--- config.mk ---
export PLATFORM = sky130hd
export DESIGN_NAME = fetch_sequencer_flat
export DESIGN_NICKNAME = d
export VERILOG_FILES = /design/src/rtl/fetch_sequencer_pkg.sv /design/src/rtl/fetch_sequencer_if.sv /design/src/rtl/fetch_sequencer_fetch_buf.sv /design/src/rtl/fetch_sequencer.sv /design/src/flat_wrapper.sv
export SDC_FILE = /design/constraint.sdc
export NUM_CORES = 1
export LEC_CHECK = 0
export CAP_MARGIN = 20
export CORE_MARGIN = 2
export CORE_UTILIZATION = 48
export CTS_CLUSTER_SIZE = 14
export DETAILED_ROUTE_END_ITERATION = 8
export GPL_TIMING_DRIVEN = 0
export HOLD_SLACK_MARGIN = 0.12
export PLACE_DENSITY_LB_ADDON = 0.2
export SYNTH_ARGS = -nofsm -noshare
export SYNTH_HDL_FRONTEND = slang
export SYNTH_HIERARCHICAL = 1
export SYNTH_SLANG_ARGS = --single-unit
--- constraint.sdc ---
create_clock -name clk -period 2.45 [get_ports clk]
set_input_delay 0.49 -clock clk [delete_from_list [all_inputs] [get_ports clk]]
set_output_delay 0.49 -clock clk [all_outputs]
set_load 0.02 [all_outputs]
--- src/rtl/fetch_sequencer_pkg.sv ---
// Shared types and constants for the miniRV fetch sequencer.
package fetch_sequencer_pkg;

    localparam int INST_W = 32;
    localparam int PC_W   = 32;

    localparam logic [PC_W-1:0] DEFAULT_RESET_PC = 32'h0000_0000;
    localparam logic [PC_W-1:0] DEFAULT_PC_STEP  = 32'h0000_0004;

    // Fetch FSM encodings
    typedef enum logic [1:0] {
        FS_BOOT = 2'd0,
        FS_REQ  = 2'd1,
        FS_WAIT = 2'd2
    } fetch_state_e;

    // Redirect targets are always word aligned; low two bits are discarded.
    function automatic logic [PC_W-1:0] pc_align(input logic [PC_W-1:0] pc);
        return pc & 32'hFFFF_FFFC;
    endfunction

    // Sequential PC advance; wraps modulo 2^32.
    function automatic logic [PC_W-1:0] pc_incr(input logic [PC_W-1:0] pc,
                                                input logic [PC_W-1:0] step);
        return pc + step;
    endfunction

endpackage

--- src/rtl/fetch_sequencer_if.sv ---
// Bundle of the instruction-memory, decode and redirect signals of the fetch sequencer.
interface fetch_sequencer_if;
    import fetch_sequencer_pkg::*;

    // Instruction memory side
    logic              imem_req;
    logic [PC_W-1:0]   imem_addr;
    logic              imem_gnt;
    logic              imem_rvalid;
    logic [INST_W-1:0] imem_rdata;

    // Decode side
    logic              inst_valid;
    logic [INST_W-1:0] inst;
    logic [PC_W-1:0]   inst_pc;
    logic              inst_ready;

    // Branch/jump redirect
    logic              redirect_valid;
    logic [PC_W-1:0]   redirect_pc;

    // Observability
    logic [PC_W-1:0]   pc_cur;

    // The fetch sequencer itself
    modport master (
        output imem_req, imem_addr, inst_valid, inst, inst_pc, pc_cur,
        input  imem_gnt, imem_rvalid, imem_rdata, inst_ready,
               redirect_valid, redirect_pc
    );

    // Memory, decode and branch unit surrounding the sequencer
    modport slave (
        input  imem_req, imem_addr, inst_valid, inst, inst_pc, pc_cur,
        output imem_gnt, imem_rvalid, imem_rdata, inst_ready,
               redirect_valid, redirect_pc
    );

endinterface

--- src/rtl/fetch_sequencer_fetch_buf.sv ---
// One-entry valid/ready holding register between fetch and decode.
// A flush (redirect) wins over a load; a load in the same cycle as a pop keeps the entry valid.
module fetch_sequencer_fetch_buf
    import fetch_sequencer_pkg::*;
(
    input  logic              clk,
    input  logic              rst,
    input  logic              load,
    input  logic              flush,
    input  logic              ready,
    input  logic [INST_W-1:0] data_in,
    input  logic [PC_W-1:0]   pc_in,
    output logic              valid,
    output logic [INST_W-1:0] data,
    output logic [PC_W-1:0]   pc
);

    // Entry state: flush clears, load captures, a consumed entry empties.
    always_ff @(posedge clk or posedge rst) begin
        if (rst) begin
            valid <= 1'b0;
            data  <= {INST_W{1'b0}};
            pc    <= {PC_W{1'b0}};
        end else if (flush) begin
            valid <= 1'b0;
        end else if (load) begin
            valid <= 1'b1;
            data  <= data_in;
            pc    <= pc_in;
        end else if (valid && ready) begin
            valid <= 1'b0;
        end else begin
            valid <= valid;
        end
    end

endmodule

--- src/rtl/fetch_sequencer.sv ---
// Program counter and instruction fetch sequencer for the miniRV core.
// One outstanding imem request at a time; a kill flag marks an in-flight
// response that a redirect has made stale so it is dropped on arrival.
module fetch_sequencer
    import fetch_sequencer_pkg::*;
#(
    parameter logic [31:0] RESET_PC = DEFAULT_RESET_PC,
    parameter logic [31:0] PC_STEP  = DEFAULT_PC_STEP
) (
    input logic               clk,
    input logic               rst,
    fetch_sequencer_if.master bus
);

    fetch_state_e      state_r;
    logic [PC_W-1:0]   pc_r;
    logic [PC_W-1:0]   inflight_pc_r;
    logic              kill_r;

    logic              req_s;
    logic              fire_s;
    logic              resp_s;
    logic              load_s;
    logic [PC_W-1:0]   target_s;

    logic              buf_valid;
    logic [INST_W-1:0] buf_data;
    logic [PC_W-1:0]   buf_pc;

    // Request gating, handshake qualifiers and the buffer load decision.
    always_comb begin
        req_s = 1'b0;
        if (state_r == FS_REQ) begin
            // Only fetch when the decode buffer has room or is draining now.
            req_s = !buf_valid || bus.inst_ready;
        end else begin
            req_s = 1'b0;
        end
        fire_s   = req_s && bus.imem_gnt;
        resp_s   = (state_r == FS_WAIT) && bus.imem_rvalid;
        // A same-cycle redirect or a pending kill discards the response.
        load_s   = resp_s && !kill_r && !bus.redirect_valid;
        target_s = pc_align(bus.redirect_pc);
    end

    // Fetch FSM: owns pc_cur, the in-flight PC and the stale-response kill flag.
    always_ff @(posedge clk or posedge rst) begin
        if (rst) begin
            state_r       <= FS_BOOT;
            pc_r          <= RESET_PC;
            inflight_pc_r <= {PC_W{1'b0}};
            kill_r        <= 1'b0;
        end else begin
            case (state_r)
                FS_BOOT: begin
                    // No fetch in the first cycle; a redirect here retargets the first fetch.
                    state_r <= FS_REQ;
                    if (bus.redirect_valid) begin
                        pc_r <= target_s;
                    end else begin
                        pc_r <= pc_r;
                    end
                end
                FS_REQ: begin
                    if (fire_s) begin
                        state_r       <= FS_WAIT;
                        inflight_pc_r <= pc_r;
                        // The request just granted fetches the old path.
                        kill_r        <= bus.redirect_valid;
                    end else begin
                        state_r <= FS_REQ;
                    end
                    if (bus.redirect_valid) begin
                        pc_r <= target_s;
                    end else begin
                        pc_r <= pc_r;
                    end
                end
                FS_WAIT: begin
                    if (resp_s) begin
                        state_r <= FS_REQ;
                        kill_r  <= 1'b0;
                        if (bus.redirect_valid) begin
                            // Response consumed and dropped here, so no kill is needed.
                            pc_r <= target_s;
                        end else if (!kill_r) begin
                            pc_r <= pc_incr(pc_r, PC_STEP);
                        end else begin
                            pc_r <= pc_r;
                        end
                    end else if (bus.redirect_valid) begin
                        state_r <= FS_WAIT;
                        pc_r    <= target_s;
                        kill_r  <= 1'b1;
                    end else begin
                        state_r <= FS_WAIT;
                    end
                end
                default: begin
                    state_r <= FS_BOOT;
                    kill_r  <= 1'b0;
                end
            endcase
        end
    end

    fetch_sequencer_fetch_buf u_fetch_buf (
        .clk     (clk),
        .rst     (rst),
        .load    (load_s),
        .flush   (bus.redirect_valid),
        .ready   (bus.inst_ready),
        .data_in (bus.imem_rdata),
        .pc_in   (inflight_pc_r),
        .valid   (buf_valid),
        .data    (buf_data),
        .pc      (buf_pc)
    );

    assign bus.imem_req   = req_s;
    assign bus.imem_addr  = pc_r;
    assign bus.pc_cur     = pc_r;
    assign bus.inst_valid = buf_valid;
    assign bus.inst       = buf_data;
    assign bus.inst_pc    = buf_pc;

endmodule

--- src/flat_wrapper.sv ---
// flat-port wrapper written by rule: the top's interface ports become plain ports
module fetch_sequencer_flat import fetch_sequencer_pkg::*;
#(
    parameter logic [31:0] RESET_PC = DEFAULT_RESET_PC,
    parameter logic [31:0] PC_STEP  = DEFAULT_PC_STEP
)
  (clk, rst, bus_imem_req, bus_imem_addr, bus_inst_valid, bus_inst, bus_inst_pc, bus_pc_cur, bus_imem_gnt, bus_imem_rvalid, bus_imem_rdata, bus_inst_ready, bus_redirect_valid, bus_redirect_pc);
  fetch_sequencer_if bus_i ();
  input logic clk;
  input logic rst;
  output wire logic [$bits(bus_i.imem_req)-1:0] bus_imem_req;
  output wire logic [$bits(bus_i.imem_addr)-1:0] bus_imem_addr;
  output wire logic [$bits(bus_i.inst_valid)-1:0] bus_inst_valid;
  output wire logic [$bits(bus_i.inst)-1:0] bus_inst;
  output wire logic [$bits(bus_i.inst_pc)-1:0] bus_inst_pc;
  output wire logic [$bits(bus_i.pc_cur)-1:0] bus_pc_cur;
  input wire logic [$bits(bus_i.imem_gnt)-1:0] bus_imem_gnt;
  input wire logic [$bits(bus_i.imem_rvalid)-1:0] bus_imem_rvalid;
  input wire logic [$bits(bus_i.imem_rdata)-1:0] bus_imem_rdata;
  input wire logic [$bits(bus_i.inst_ready)-1:0] bus_inst_ready;
  input wire logic [$bits(bus_i.redirect_valid)-1:0] bus_redirect_valid;
  input wire logic [$bits(bus_i.redirect_pc)-1:0] bus_redirect_pc;
  assign bus_imem_req = bus_i.imem_req;
  assign bus_imem_addr = bus_i.imem_addr;
  assign bus_inst_valid = bus_i.inst_valid;
  assign bus_inst = bus_i.inst;
  assign bus_inst_pc = bus_i.inst_pc;
  assign bus_pc_cur = bus_i.pc_cur;
  assign bus_i.imem_gnt = bus_imem_gnt;
  assign bus_i.imem_rvalid = bus_imem_rvalid;
  assign bus_i.imem_rdata = bus_imem_rdata;
  assign bus_i.inst_ready = bus_inst_ready;
  assign bus_i.redirect_valid = bus_redirect_valid;
  assign bus_i.redirect_pc = bus_redirect_pc;
  fetch_sequencer #(.RESET_PC(RESET_PC), .PC_STEP(PC_STEP)) u_core (.clk(clk), .rst(rst), .bus(bus_i));
endmodule
==> out/summary.txt, run 1 <==
status - finished clean
total global-route track usage - 26.2%
Synth Flop Type - dfrtp_1
Worst-Margin Slew - 854 ps
min Tclk post-route - 2340 ps
Fin. Hold Viols - 0
die area - 14900 µm²
Yosys top cell by area - dfrtp_1
post-layout util - 69.7%
Max Clk Rate - 427 MHz
post-CTS setup buffer count - 0
register area - 3300 µm²
Post-synth EDFFs - 0
drc violations - 0
Num CTS Buffers - 17
via count - 5382
footprint of the multi-input gates - 2850 µm²
minimum hold slack - 481 ps
Core ar. - 13800 µm²
WL per Instance - 20.1 µm
Mapped Cells - 541
top cells by area, synth - dfrtp_1 49%, mux2_4 13%, mux2_2 5.2%, buf_4 3.7%, buf_12 2.1%
CTS Root Cell - clkbuf_16
post-place setup slack - -364 ps
Yosys Warn Count - 6
Top cell by count, worst path - buf_2
Post-synth ARST share - 100%
leakage - 4.14 nW
top cell type's share of synthesized area - 49.3%
clock buffer depth - 2
cell with the most instances after synthesis - dfrtp_1
first-pass GRT wire length - 29.6 mm
layout cell share with drive strength beyond 1 - 26.1%
Initial DRT Pass Iterations - 5
Area growth syn-to-layout - 43.5%
Max FO, Critical Path - 10
most frequent cells after synthesis - 132 x dfrtp_1, 60 x mux2_4, 33 x buf_4
grt ovf - 0
Worst slew margin - 43.0%
Total Nets Final - 833
average cell area after synthesis - 12.4 µm²
sequential share of the synthesized area - 49.3%
largest net degree at the start of global routing - 68
VDD IR-drop max - 0.645 mV
Worst Hold Class - reg -> reg
syn nets - 616
crit path max-delay cell type - clkdlybuf4s50_1
CP max stage delay - 700 ps
critical path arrival - 2670 ps
Rows - 43
Final Max Slew Viols - 0
vias per inst - 5.66
GPL Wtd Cong - 0.925
Hold Buf Count CTS - 0
total wire length - 19.1 mm
Yosys cell types - 61
reg-to-reg setup timing slack - 200 ps
Die X - 122 µm
Pwr Density - 1240 nW/µm²
die height - 122 µm
synthesis-stage register bit count - 132
IO Count - 200
cts repair resizes - 0
count of final setup violators - 0
CP endpoint kind - register
post-DP HPWL - 13.4 mm
RSZ-0062 raised after global routing - false
ANT nets after route - 0
CTS tree - built
initial antenna violation count - 0
max_cap viols - 0
setup TNS - 0 ps
filler cell count in the final layout - 970
IO Port Bufs - 196
Worst Skew - 5.25 ps
Sink Count - 132
Final Cycle Share - 95.7%
Worst setup SP type - primary input
cells along the critical path - clkdlybuf4s50_1 > buf_2 > buf_2 > clkbuf_1 > a21oi_1 > o2bb2ai_1
Data required, critical path - 2770 ps
Worst Setup Slack, final - 106 ps
Initial Util - 48.6%
Crit Path Class - in -> reg
Clk Latency, worst-skew pair - 410 ps
vias in the first global route - 5341
Mapped Area - 6700 µm²
antenna fix cells - 0
H-tree Lvls - 4
DR iter-0 viols - 526
Worst-path clk slew - 60 ps
worst max-delay path, delay by kind of cell:
| kind | cells | cell delay, ps |
|---|---|---|
| buf+inv | 4 | 1820 |
| compound gates | 2 | 360 |
registers in the layout, indices dropped and copies added (netlist names):
name / cells
u_core/bus.imem_addr: 32
u_core/inflight_pc_r: 32
u_core/kill_r: 1
u_core/state_r: 2
u_core/u_fetch_buf/data: 32
u_core/u_fetch_buf/pc: 32
u_core/u_fetch_buf/valid: 1
power by group:
| group | total [W] | switching [W] | internal (W) |
|---|---|---|---|
| Combinational | 0.00511 | 0.00237 | 0.00274 |
| Sequential | 0.00382 | 0.000784 | 0.00304 |
| Clock | 0.00293 | 0.000942 | 0.00199 |
cells by family (layout without fill, tap and decap cells):
| family | count (synthesis) | in the layout | share of synthesized area [%] |
|---|---|---|---|
| adder cells (fa/ha/maj) | 5 | 5 | 0.934 |
| multiplexers | 92 | 92 | 18.8 |
| AO/OA/AOI/OAI | 96 | 96 | 9.85 |
| flip-flops | 132 | 132 | 49.3 |
| buffers and inverters | 76 | 306 | 8.05 |
| AND/OR/NAND/NOR | 140 | 140 | 13.0 |
final timing paths:
| path | from | to | cells after the start |
|---|---|---|---|
| max in group asynchronous | rst | u_core/u_fetch_buf/pc[24] | 3 |
| worst min register to register | u_core/inflight_pc_r[27] | u_core/inflight_pc_r[27] | 2 |
| worst max register to register | u_core/state_r[0] | u_core/bus.imem_addr[22] | 8 |
| worst min-delay path | u_core/inflight_pc_r[27] | u_core/inflight_pc_r[27] | 2 |
| min in group asynchronous | rst | u_core/u_fetch_buf/data[17] | 2 |
| worst max-delay path | bus_redirect_valid | u_core/bus.imem_addr[7] | 6 |
stage by stage:
stage	cell area [µm²]	std cells	power, W
CTS	9600	950	0.0119
detailed placement	8900	918	0.00892
floorplan	6700	541	0.00663
global placement	8880	917	0.00879
global route	9610	951	0.0124
finish	9610	951	0.0119
final cells by class:
class	instances	share of cell area, %
plain buffers	62	5.09
flip-flops and latches	132	34.4
inverters	14	0.573
clock buffers	20	4.86
well taps	180	2.34
clock inverters	12	2.33
multi-input cells	333	29.7
repair buffers	198	20.7
cells in the final DEF (no fill, tap or decap), types with 5 or more instances in the layout:
| cell type | instances |
|---|---|
| o21ai_0 | 17 |
| nor2_1 | 25 |
| or3_1 | 8 |
| and4_1 | 8 |
| buf_12 | 8 |
| nand4_1 | 11 |
| and2_1 | 6 |
| a31oi_1 | 8 |
| mux2_2 | 31 |
| a211oi_1 | 5 |
| clkdlybuf4s50_1 | 195 |
| nor3b_1 | 6 |
| nand2_1 | 19 |
| clkbuf_1 | 7 |
| inv_1 | 12 |
| buf_4 | 33 |
| a311oi_1 | 5 |
| mux2_4 | 60 |
| nand3_1 | 11 |
| o21ai_1 | 9 |
| bufinv_16 | 6 |
| dfrtp_1 | 132 |
| or2_2 | 6 |
| nor3_1 | 9 |
| a21oi_1 | 18 |
| buf_2 | 14 |
| ha_1 | 5 |
| and3_1 | 6 |
| clkbuf_16 | 17 |
layer usage:
layer	up-vias	part of all wire [%]	global-route usage, %
met2	312	48	42.4
met5	-	0	0
met4	0	2.5	10.6
met1	2650	41	34.4
li1	2385	-	-
met3	35	8.4	5.62
(Power assumes the default switching activity.)
==> inputs of run 2 (changes only) <==
- CORE_UTILIZATION: 48 -> 51
- clock period: 2.45 -> 3 ns (I/O delays scaled with it)
==> out/summary.txt, run 2 (synthesized netlist as in run 1, its figures left out) <==
status - finished clean
Num CTS Buffers - 17 (unchanged)
Rows - 41 (-4.7%)
Sink Count - 132 (unchanged)
clock buffer depth - 2 (unchanged)
met2 routed WL - 9.51 mm (+3.5%)
first-pass GRT wire length - 31.6 mm (+7.0%)
count of final setup violators - 0 (unchanged)
Worst-path clk slew - 50 ps (about the same)
worst hold path cell count - 2 (unchanged)
largest net degree at the start of global routing - 68 (unchanged)
Worst setup SP type - primary input
WL per Instance - 20.8 µm (+3.3%)
Crit Path Class - in -> reg
die area - 14100 µm² (-5.7%)
CTS tree - built
Final Cycle Share - 88.4%
Core ar. - 12700 µm² (-7.6%)
IO Port Bufs - 196 (unchanged)
footprint of the multi-input gates - 2850 µm² (unchanged)
reg2reg path depth - 5 (-3)
VDD IR-drop max - 0.443 mV (-31%)
post-CTS setup buffer count - 0 (unchanged)
Worst-Margin Slew - 873 ps (+18.2 ps)
Worst Setup Slack, final - 348 ps (+242 ps)
max_cap viols - 0 (unchanged)
Post-Layout Cell Count - 943 (-0.84%)
DR iter-0 viols - 490 (-6.8%)
Die X - 119 µm (-2.9%)
setup TNS - 0 ps (unchanged)
CTS Root Cell - clkbuf_16
post-place setup slack - 107 ps (+471 ps)
GPL Wtd Cong - 0.895 (-3.2%)
Max Clk Rate - 377 MHz
layout cell share with drive strength beyond 1 - 25.4% (-0.65 points)
Hold Buf Count CTS - 0 (unchanged)
via count - 5435 (+0.98%)
register area - 3300 µm² (unchanged)
Initial DRT Pass Iterations - 5 (unchanged)
Pwr Density - 985 nW/µm² (-20%)
filler cell count in the final layout - 865 (-11%)
min Tclk post-route - 2650 ps
CP endpoint kind - register
total wire length - 19.6 mm (+2.4%)
IO Count - 200 (unchanged)
die height - 119 µm (-2.9%)
Worst Skew - 8.99 ps (+3.74 ps)
Clk Latency, worst-skew pair - 410 ps (about the same)
critical path arrival - 2920 ps (+250 ps)
reg2reg start - u_core/state_r[1]
RSZ-0062 raised after global routing - false
total power - 0.00934 W (-21%)
worst min-delay path startpoint - u_core/inflight_pc_r[27]
met3 WL post-DR - 1.47 mm (-9.1%)
Max FO, Critical Path - 10 (unchanged)
H-tree Lvls - 4 (unchanged)
drc violations - 0 (unchanged)
vias per inst - 5.76 (+1.8%)
top sig layer - met4
crit path from - bus_redirect_valid
Placed Cells - 910 (-0.87%)
initial antenna violation count - 0 (unchanged)
post-DP HPWL - 13.6 mm (+1.6%)
commonest non-fill, non-tap cells in the layout - 196 x clkdlybuf4s50_1, 132 x dfrtp_1, 60 x mux2_4
WL met1 - 8.19 mm (+4.4%)
Data required, critical path - 3270 ps (+500 ps)
Worst Hold Class - reg -> reg
grt ovf - 0 (unchanged)
vias in the first global route - 5541 (+3.7%)
Final Max Slew Viols - 0 (unchanged)
minimum hold slack - 482 ps (+1.20 ps)
Total Nets Final - 833 (unchanged)
antenna fix cells - 0 (unchanged)
Fin. Hold Viols - 0 (unchanged)
ANT nets after route - 0 (unchanged)
cts repair resizes - 0 (unchanged)
commonest non-fill, non-tap cell in the layout - clkdlybuf4s50_1
leakage - 4.08 nW (-1.5%)
Area growth syn-to-layout - 41.6%
total global-route track usage - 28.9% (+2.7 points)
Worst slew margin - 41.8% (-1.2 points)
Initial Util - 52.6% (+4.0 points)
run 2: changes by cell type in the layout (fill, tap and decap cells not counted):
| cell | before | now |
|---|---|---|
| clkbuf_1 | 7 | 12 |
| bufinv_16 | 6 | 2 |
| clkinv_2 | 1 | 4 |
| clkbuf_2 | 2 | 0 |
| clkdlybuf4s50_1 | 195 | 196 |
| clkinvlp_4 | 4 | 3 |
| dlymetal6s2s_1 | 1 | 0 |
| inv_6 | 1 | 0 |
run 2: path summary, 6_finish.rpt:
check                                                   to  slack (ps)
worst max-delay path              u_core/bus.imem_addr[14]         350
worst min-delay path              u_core/inflight_pc_r[27]         480
worst max register to register    u_core/bus.imem_addr[23]         650
worst min register to register    u_core/inflight_pc_r[27]         480
max in group asynchronous         u_core/inflight_pc_r[24]        1660
min in group asynchronous       u_core/u_fetch_buf/data[7]         670
run 2: where the power goes:
group	internal [W]	leakage, nW	switching (W)
clock network	0.00128	0.279	0.000735
registers	0.00248	1.66	0.000651
logic	0.00223	2.14	0.00195
run 2: final cells by class:
| type | count | area share (%) |
|---|---|---|
| Sequential cell | 132 | 34.8 |
| Clock inverter | 9 | 1.08 |
| Buffer | 62 | 5.13 |
| Clock buffer | 23 | 5.04 |
| Inverter | 14 | 0.581 |
| Timing Repair Buffer | 198 | 21.0 |
| Multi-Input combinational cell | 333 | 30.1 |
| Tap cell | 172 | 2.27 |
run 2: metrics by stage:
step,util [%],cell area (µm²)
final,74.5,9480
after global routing,74.5,9480
after CTS,74.5,9480
after detailed placement,69.9,8890
after global placement,69.7,8870
after floorplan,-,6700
run 2: critical path, stage by stage:
cell	delay, ps
clkdlybuf4s50_1	640
inv_1	200
clkbuf_1	400
clkbuf_1	480
nand2_1	130
o32ai_1	340
a22oi_1	110
run 2: routing by layer:
layer | GRT usage (%) | up-vias
met2 | 46.5 | 296
met5 | 0 | -
li1 | - | 2389
met1 | 38.5 | 2709
met3 | 6.66 | 41
met4 | 9.60 | 0
